--- src/rtl/spi_xfer_arbiter_pkg.sv ---
// spi_pkg: shared FSM state encoding and guard-counter width for the SPI transfer arbiter.
package spi_pkg;
    localparam int GUARD_W = 4;
    typedef enum logic [2:0] {S_IDLE, S_ARB, S_START, S_XFER, S_DONE, S_GAP} state_t;
endpackage

--- src/rtl/spi_xfer_arbiter_rr_arbiter.sv ---
// rr_arbiter: combinational one-hot round-robin pick, searching upward from rr_ptr with wrap.
module rr_arbiter #(
    parameter int NREQ = 4
) (
    input  logic [NREQ-1:0]         req,
    input  logic [$clog2(NREQ)-1:0] rr_ptr,
    output logic [NREQ-1:0]         gnt_next
);
    logic [2*NREQ-1:0] dreq, masked, low;
    // Doubling the request vector turns the wrap-around search into a plain lowest-set-bit pick.
    always_comb begin
        dreq     = {req, req};
        masked   = dreq & ~(((2*NREQ)'(1) << rr_ptr) - (2*NREQ)'(1));
        low      = masked & (~masked + (2*NREQ)'(1));
        gnt_next = low[NREQ-1:0] | low[2*NREQ-1:NREQ];
    end
endmodule

--- src/rtl/spi_xfer_arbiter.sv ---
// spi_xfer_arbiter: round-robin scheduler sharing one SPI transfer engine among NREQ requesters,
// with a guard gap between transfers and a transfer watchdog.
module spi_xfer_arbiter
    import spi_pkg::*;
#(
    parameter int NREQ  = 4,
    parameter int DW    = 8,
    parameter int GUARD = 2,
    parameter int TMO_W = 16
) (
    input  logic                Pclk,
    input  logic                Preset,
    input  logic                enable,
    input  logic [TMO_W-1:0]    tmo_limit,
    input  logic [NREQ-1:0]     req,
    input  logic [NREQ*DW-1:0]  req_data,
    output logic [NREQ-1:0]     gnt,
    output logic [NREQ-1:0]     done,
    output logic [DW-1:0]       rx_data,
    output logic                err,
    output logic                send_data,
    output logic [DW-1:0]       tx_data,
    output logic [NREQ-1:0]     ss_sel,
    input  logic                receive_data,
    input  logic [DW-1:0]       miso_data,
    output logic                busy
);
    localparam int PW = $clog2(NREQ);

    state_t             state, state_nx;
    logic [PW-1:0]      rr_ptr, g_idx, pick_idx;
    logic [NREQ-1:0]    gnt_next;
    logic [DW-1:0]      pick_data;
    logic [TMO_W-1:0]   wd_cnt;
    logic [GUARD_W-1:0] gap_cnt;
    logic               err_q, timeout;

    rr_arbiter #(.NREQ(NREQ)) u_arb (
        .req      (req),
        .rr_ptr   (rr_ptr),
        .gnt_next (gnt_next)
    );

    always_comb begin
        pick_idx  = '0;
        pick_data = '0;
        for (int i = 0; i < NREQ; i++)
            if (gnt_next[i]) begin
                pick_idx  = PW'(i);
                pick_data = req_data[i*DW +: DW];
            end
    end

    assign timeout   = (tmo_limit != '0) && (wd_cnt == tmo_limit - TMO_W'(1));
    assign send_data = state == S_START;
    assign busy      = state != S_IDLE;
    assign done      = (state == S_DONE) ? gnt : '0;
    assign err       = err_q && state == S_DONE;
    assign ss_sel    = gnt;

    always_ff @(posedge Pclk) begin
        if (Preset) state <= S_IDLE;
        else        state <= state_nx;
    end

    always_comb begin
        state_nx = state;
        case (state)
            S_IDLE:  state_nx = (enable && |req) ? S_ARB : S_IDLE;
            S_ARB:   state_nx = |req ? S_START : S_IDLE;
            S_START: state_nx = S_XFER;
            S_XFER:  state_nx = (receive_data || timeout) ? S_DONE : S_XFER;
            S_DONE:  state_nx = (GUARD > 0) ? S_GAP : S_IDLE;
            S_GAP:   state_nx = (gap_cnt == GUARD_W'(GUARD - 1)) ? S_IDLE : S_GAP;
            default: state_nx = S_IDLE;
        endcase
    end

    always_ff @(posedge Pclk) begin
        if (Preset) begin
            gnt     <= '0;
            tx_data <= '0;
            rx_data <= '0;
            err_q   <= 1'b0;
            rr_ptr  <= '0;
            g_idx   <= '0;
            wd_cnt  <= '0;
            gap_cnt <= '0;
        end else begin
            if (state == S_ARB && |req) begin
                gnt     <= gnt_next;
                tx_data <= pick_data;
                g_idx   <= pick_idx;
            end
            // Watchdog saturates so a long hang can never wrap back below the limit.
            if (state == S_START)
                wd_cnt <= '0;
            else if (state == S_XFER && wd_cnt != '1)
                wd_cnt <= wd_cnt + TMO_W'(1);
            if (state == S_XFER) begin
                if (receive_data) begin
                    rx_data <= miso_data;
                    err_q   <= 1'b0;
                end else if (timeout) begin
                    err_q   <= 1'b1;
                end
            end
            if (state == S_DONE) begin
                gnt     <= '0;
                rr_ptr  <= (g_idx == PW'(NREQ - 1)) ? '0 : g_idx + PW'(1);
                gap_cnt <= '0;
            end else if (state == S_GAP) begin
                gap_cnt <= gap_cnt + GUARD_W'(1);
            end
        end
    end
endmodule
--- config.mk ---
export PLATFORM = sky130hd
export DESIGN_NAME = spi_xfer_arbiter
export DESIGN_NICKNAME = d
export VERILOG_FILES = /design/src/rtl/spi_xfer_arbiter_pkg.sv /design/src/rtl/spi_xfer_arbiter_rr_arbiter.sv /design/src/rtl/spi_xfer_arbiter.sv
export SDC_FILE = /design/constraint.sdc
export NUM_CORES = 1
export LEC_CHECK = 0
export CAP_MARGIN = 5
export CORE_MARGIN = 2
export CORE_UTILIZATION = 51
export DETAILED_ROUTE_END_ITERATION = 8
export PLACE_DENSITY = 0.95
export SLEW_MARGIN = 10
export SYNTH_ARGS = -nofsm -noshare
export SYNTH_HDL_FRONTEND = slang
export SYNTH_SLANG_ARGS = --single-unit
--- constraint.sdc ---
create_clock -name Pclk -period 6.2 [get_ports Pclk]
set_input_delay 1.55 -clock Pclk [delete_from_list [all_inputs] [get_ports Pclk]]
set_output_delay 1.55 -clock Pclk [all_outputs]
set_load 0.05 [all_outputs]
==> flow_metrics.env <==
export IMPL_hold_end="rx_data[2]"
export IMPL_dp_hpwl_um=6580
export IMPL_synth_top_area_share_pct=31.7
export IMPL_tightest_slew_ns=0.875
export IMPL_slew_violations=0
export IMPL_synthTopCellsByArea="dfxtp_1, nor2_1, a21oi_1"
export IMPL_async_flop_share_pct=0
export IMPL_min_delay_path_class="register to register"
export IMPL_tns_ns=0
export IMPL_clkPwrFrac_pct=21.2
export IMPL_synthesis_area_mm2=0.00303
export IMPL_netSwitchingFraction_pct=39.4
export IMPL_rr_worst_depth=8
export IMPL_num_vias=3207
export IMPL_drc=0
export IMPL_clkTransAtPathRegs_ns=0.10
export IMPL_die_area_mm2=0.00657
export IMPL_htreeDepth=2
export IMPL_endpoint_kind="register"
export IMPL_crit_path_max_incr_delay_ns=0.55
export IMPL_min_from="rx_data[2]"
export IMPL_path_max_fanout=8
export IMPL_post_cts_buffers=0
export IMPL_detail_route_antenna_nets=0
export IMPL_num_antenna_cells=0
export IMPL_yosysSeqAreaShare_pct=31.7
export IMPL_cp_slowest_cell="or4b_1"
export IMPL_ir_drop_uv=166
export IMPL_seqPwrFrac_pct=40.0
export IMPL_total_power_w=0.000901
export IMPL_start_util_pct=52.1
export IMPL_worstReg2RegEnd="tx_data[5]"
export IMPL_synthCells=398
export IMPL_setup_viol=0
export IMPL_hold_depth=2
export IMPL_path_cells="clkdlybuf4s50_1 > inv_1 > ha_1 > or4b_1 > nor3_1 > xnor2_1 > o2111ai_2 > o41ai_2 > o21ai_1"
export IMPL_yosysWarnings=0
export IMPL_start_kind="input port"
export IMPL_viasPerCell=5.76
export IMPL_max_slew_margin_pct=41.6
export IMPL_synth_seq_cells=48
export IMPL_areaGrowthSynthToFinish_pct=34.7
export IMPL_finClkSkew_ns=0.0111
export IMPL_wire_per_inst_um=15.7
export IMPL_cts_hold_buf=0
export IMPL_routed_wl_um=8750
export IMPL_grt_start_max_net_pins=34
export IMPL_yosys_top_cells_count="nor2_1, dfxtp_1, a21oi_1"
export IMPL_status="completed"
export IMPL_fin_ws_ns=2.25
export IMPL_clk_path_buf_depth=2
export IMPL_period_needed_ns=3.95
export IMPL_numCtsBuffers=5
export IMPL_core_mm2=0.00582
export IMPL_r2r_start="rr_ptr[1]"
export IMPL_io_pins=95
export IMPL_crit_arrival_ns=4.13
export IMPL_io_buffers=94
export IMPL_worst_setup_path_type="input port to register"
export IMPL_fmax_mhz=253
export IMPL_drive_gt1_share_pct=4.15
export IMPL_avgSynthCellArea_um2=7.61
export IMPL_layout_nets=552
export IMPL_p_int_w=0.000546
export IMPL_yosysUniqueCellTypes=50
export IMPL_synth_edf_count=0
export IMPL_p_per_area_mw_per_mm2=221
export IMPL_hold_violations=0
export IMPL_clkLatencyLatePin_ns=0.31
export IMPL_rsz0062_at_grt="no"
export IMPL_drt_iter0_markers=246
export IMPL_combPwrFrac_pct=38.9
export IMPL_register_area_um2=961
export IMPL_grt_pass1_wl_um=13900
export IMPL_cts_sinks=48
export IMPL_tritoncts="yes"
export IMPL_gr_total_overflow=0
export IMPL_dp_slack_ns=2.02
export IMPL_die_w_um=81.1
export IMPL_multi_input_area_mm2=0.00191
export IMPL_power_switching_w=0.000355
export IMPL_place_congestion=0.937
export IMPL_r2r_slack_ns=3.62
export IMPL_cts_resized=0
export IMPL_cap_violations=0
export IMPL_nFillCells=477
export IMPL_leakage_nw=1.44
export IMPL_drt_pass1_iterations=5
export IMPL_grt_pass1_vias=3034
export IMPL_cp_required_ns=6.38
export IMPL_die_h_um=81.1
export IMPL_yosysTopAreaCell="dfxtp_1"
export IMPL_syn_num_nets=469
export IMPL_synth_most_common_cell="nor2_1"
export IMPL_period_share_pct=63.7
export IMPL_cts_root_buf="clkbuf_8"
export IMPL_std_cell_rows=28
export IMPL_critPathLaunch="tmo_limit[0]"
export IMPL_antenna_found_initial=0
export IMPL_grtUsageTotal_pct=27.0
export IMPL_synth_ff_type="dfxtp_1"
[critical path: cells and delay by family]
kind	cells	cell delay (ns)
AND/OR/NAND/NOR	2	0.81
AO/OA/AOI/OAI	3	0.70
buffers and inverters	2	0.58
XOR/XNOR	1	0.18
adder cells (fa/ha/maj)	1	0.31
[cells in the final DEF (no fill, tap or decap), types with 2 or more instances in the layout]
cell,count
clkdlybuf4s50_1,94
nor2_1,61
dfxtp_1,48
a21oi_1,41
nand2_1,38
xor2_1,19
xnor2_1,18
inv_1,17
nor3_1,14
nand3_1,12
nand3b_1,8
a311o_1,8
o21ai_0,7
ha_1,7
nand2b_1,6
or3_1,6
nor3b_1,6
and2_1,6
nand4_1,6
nor4_1,5
clkbuf_8,5
mux2i_1,4
o2111ai_1,3
and3_1,3
or4_1,3
buf_4,3
or2_2,2
o31a_1,2
nor2b_1,2
a311oi_1,2
a21o_1,2
nor4_2,2
o21ai_1,2
[registers in the layout (all words and copies together) (netlist names)]
signal and count:
rr_ptr 2, err_q 1, state 3, g_idx 2, wd_cnt 16, rx_data 8, gap_cnt 4, gnt 4
tx_data 8
[worst max-delay path by stage]
stage,end,cells past startpoint
4_1_cts,state[0],9
3_3_place_gp,state[0],9
2_1_floorplan,state[0],9
5_1_grt,state[0],9
6_report,state[0],9
3_5_place_dp,state[0],9
[through the flow]
stage               utilization, %  area (um^2)  hold WS (ns)  cells
global placement              68.6         3990         0.442    549
CTS                           70.1         4080         0.466    557
global route                  70.1         4080         0.491    557
finish                        70.1         4080         0.464    557
floorplan                        -         3030         0.440    398
detailed placement            68.6         3990         0.450    549
[cell families after synthesis]
group	share of synthesized area, %
multiplexers	1.32
adder cells (fa/ha/maj)	2.89
AO/OA/AOI/OAI	16.9
buffers and inverters	5.33
XOR/XNOR	10.7
AND/OR/NAND/NOR	31.1
flip-flops	31.7
[area by class of cell]
type	count	area share, %
clock inverter	3	0.521
clock buffer	5	1.69
inverter	17	1.56
timing repair buffer	97	23.6
tap	75	2.30
sequential	48	23.6
multi-input combinational	312	46.7
[power groups by stage]
stage / sequential, W / combinational, W / clock, W
global route: 0.000363 / 0.000375 / 0.000208
detailed placement: 0.000366 / 0.000344 / 0
finish: 0.000360 / 0.000350 / 0.000191
floorplan: 0.000405 / 0.000181 / 0
global placement: 0.000364 / 0.000336 / 0
CTS: 0.000359 / 0.000349 / 0.000194
[routing by layer]
| metal | part of all wire, % | global-route usage, % |
|---|---|---|
| met1 | 41 | 33.4 |
| met2 | 53 | 48.4 |
| met3 | 4.6 | 4.44 |
| met4 | 1.5 | 7.46 |
| met5 | 0 | 0 |
Note: power is estimated with default switching activity, not from simulation.
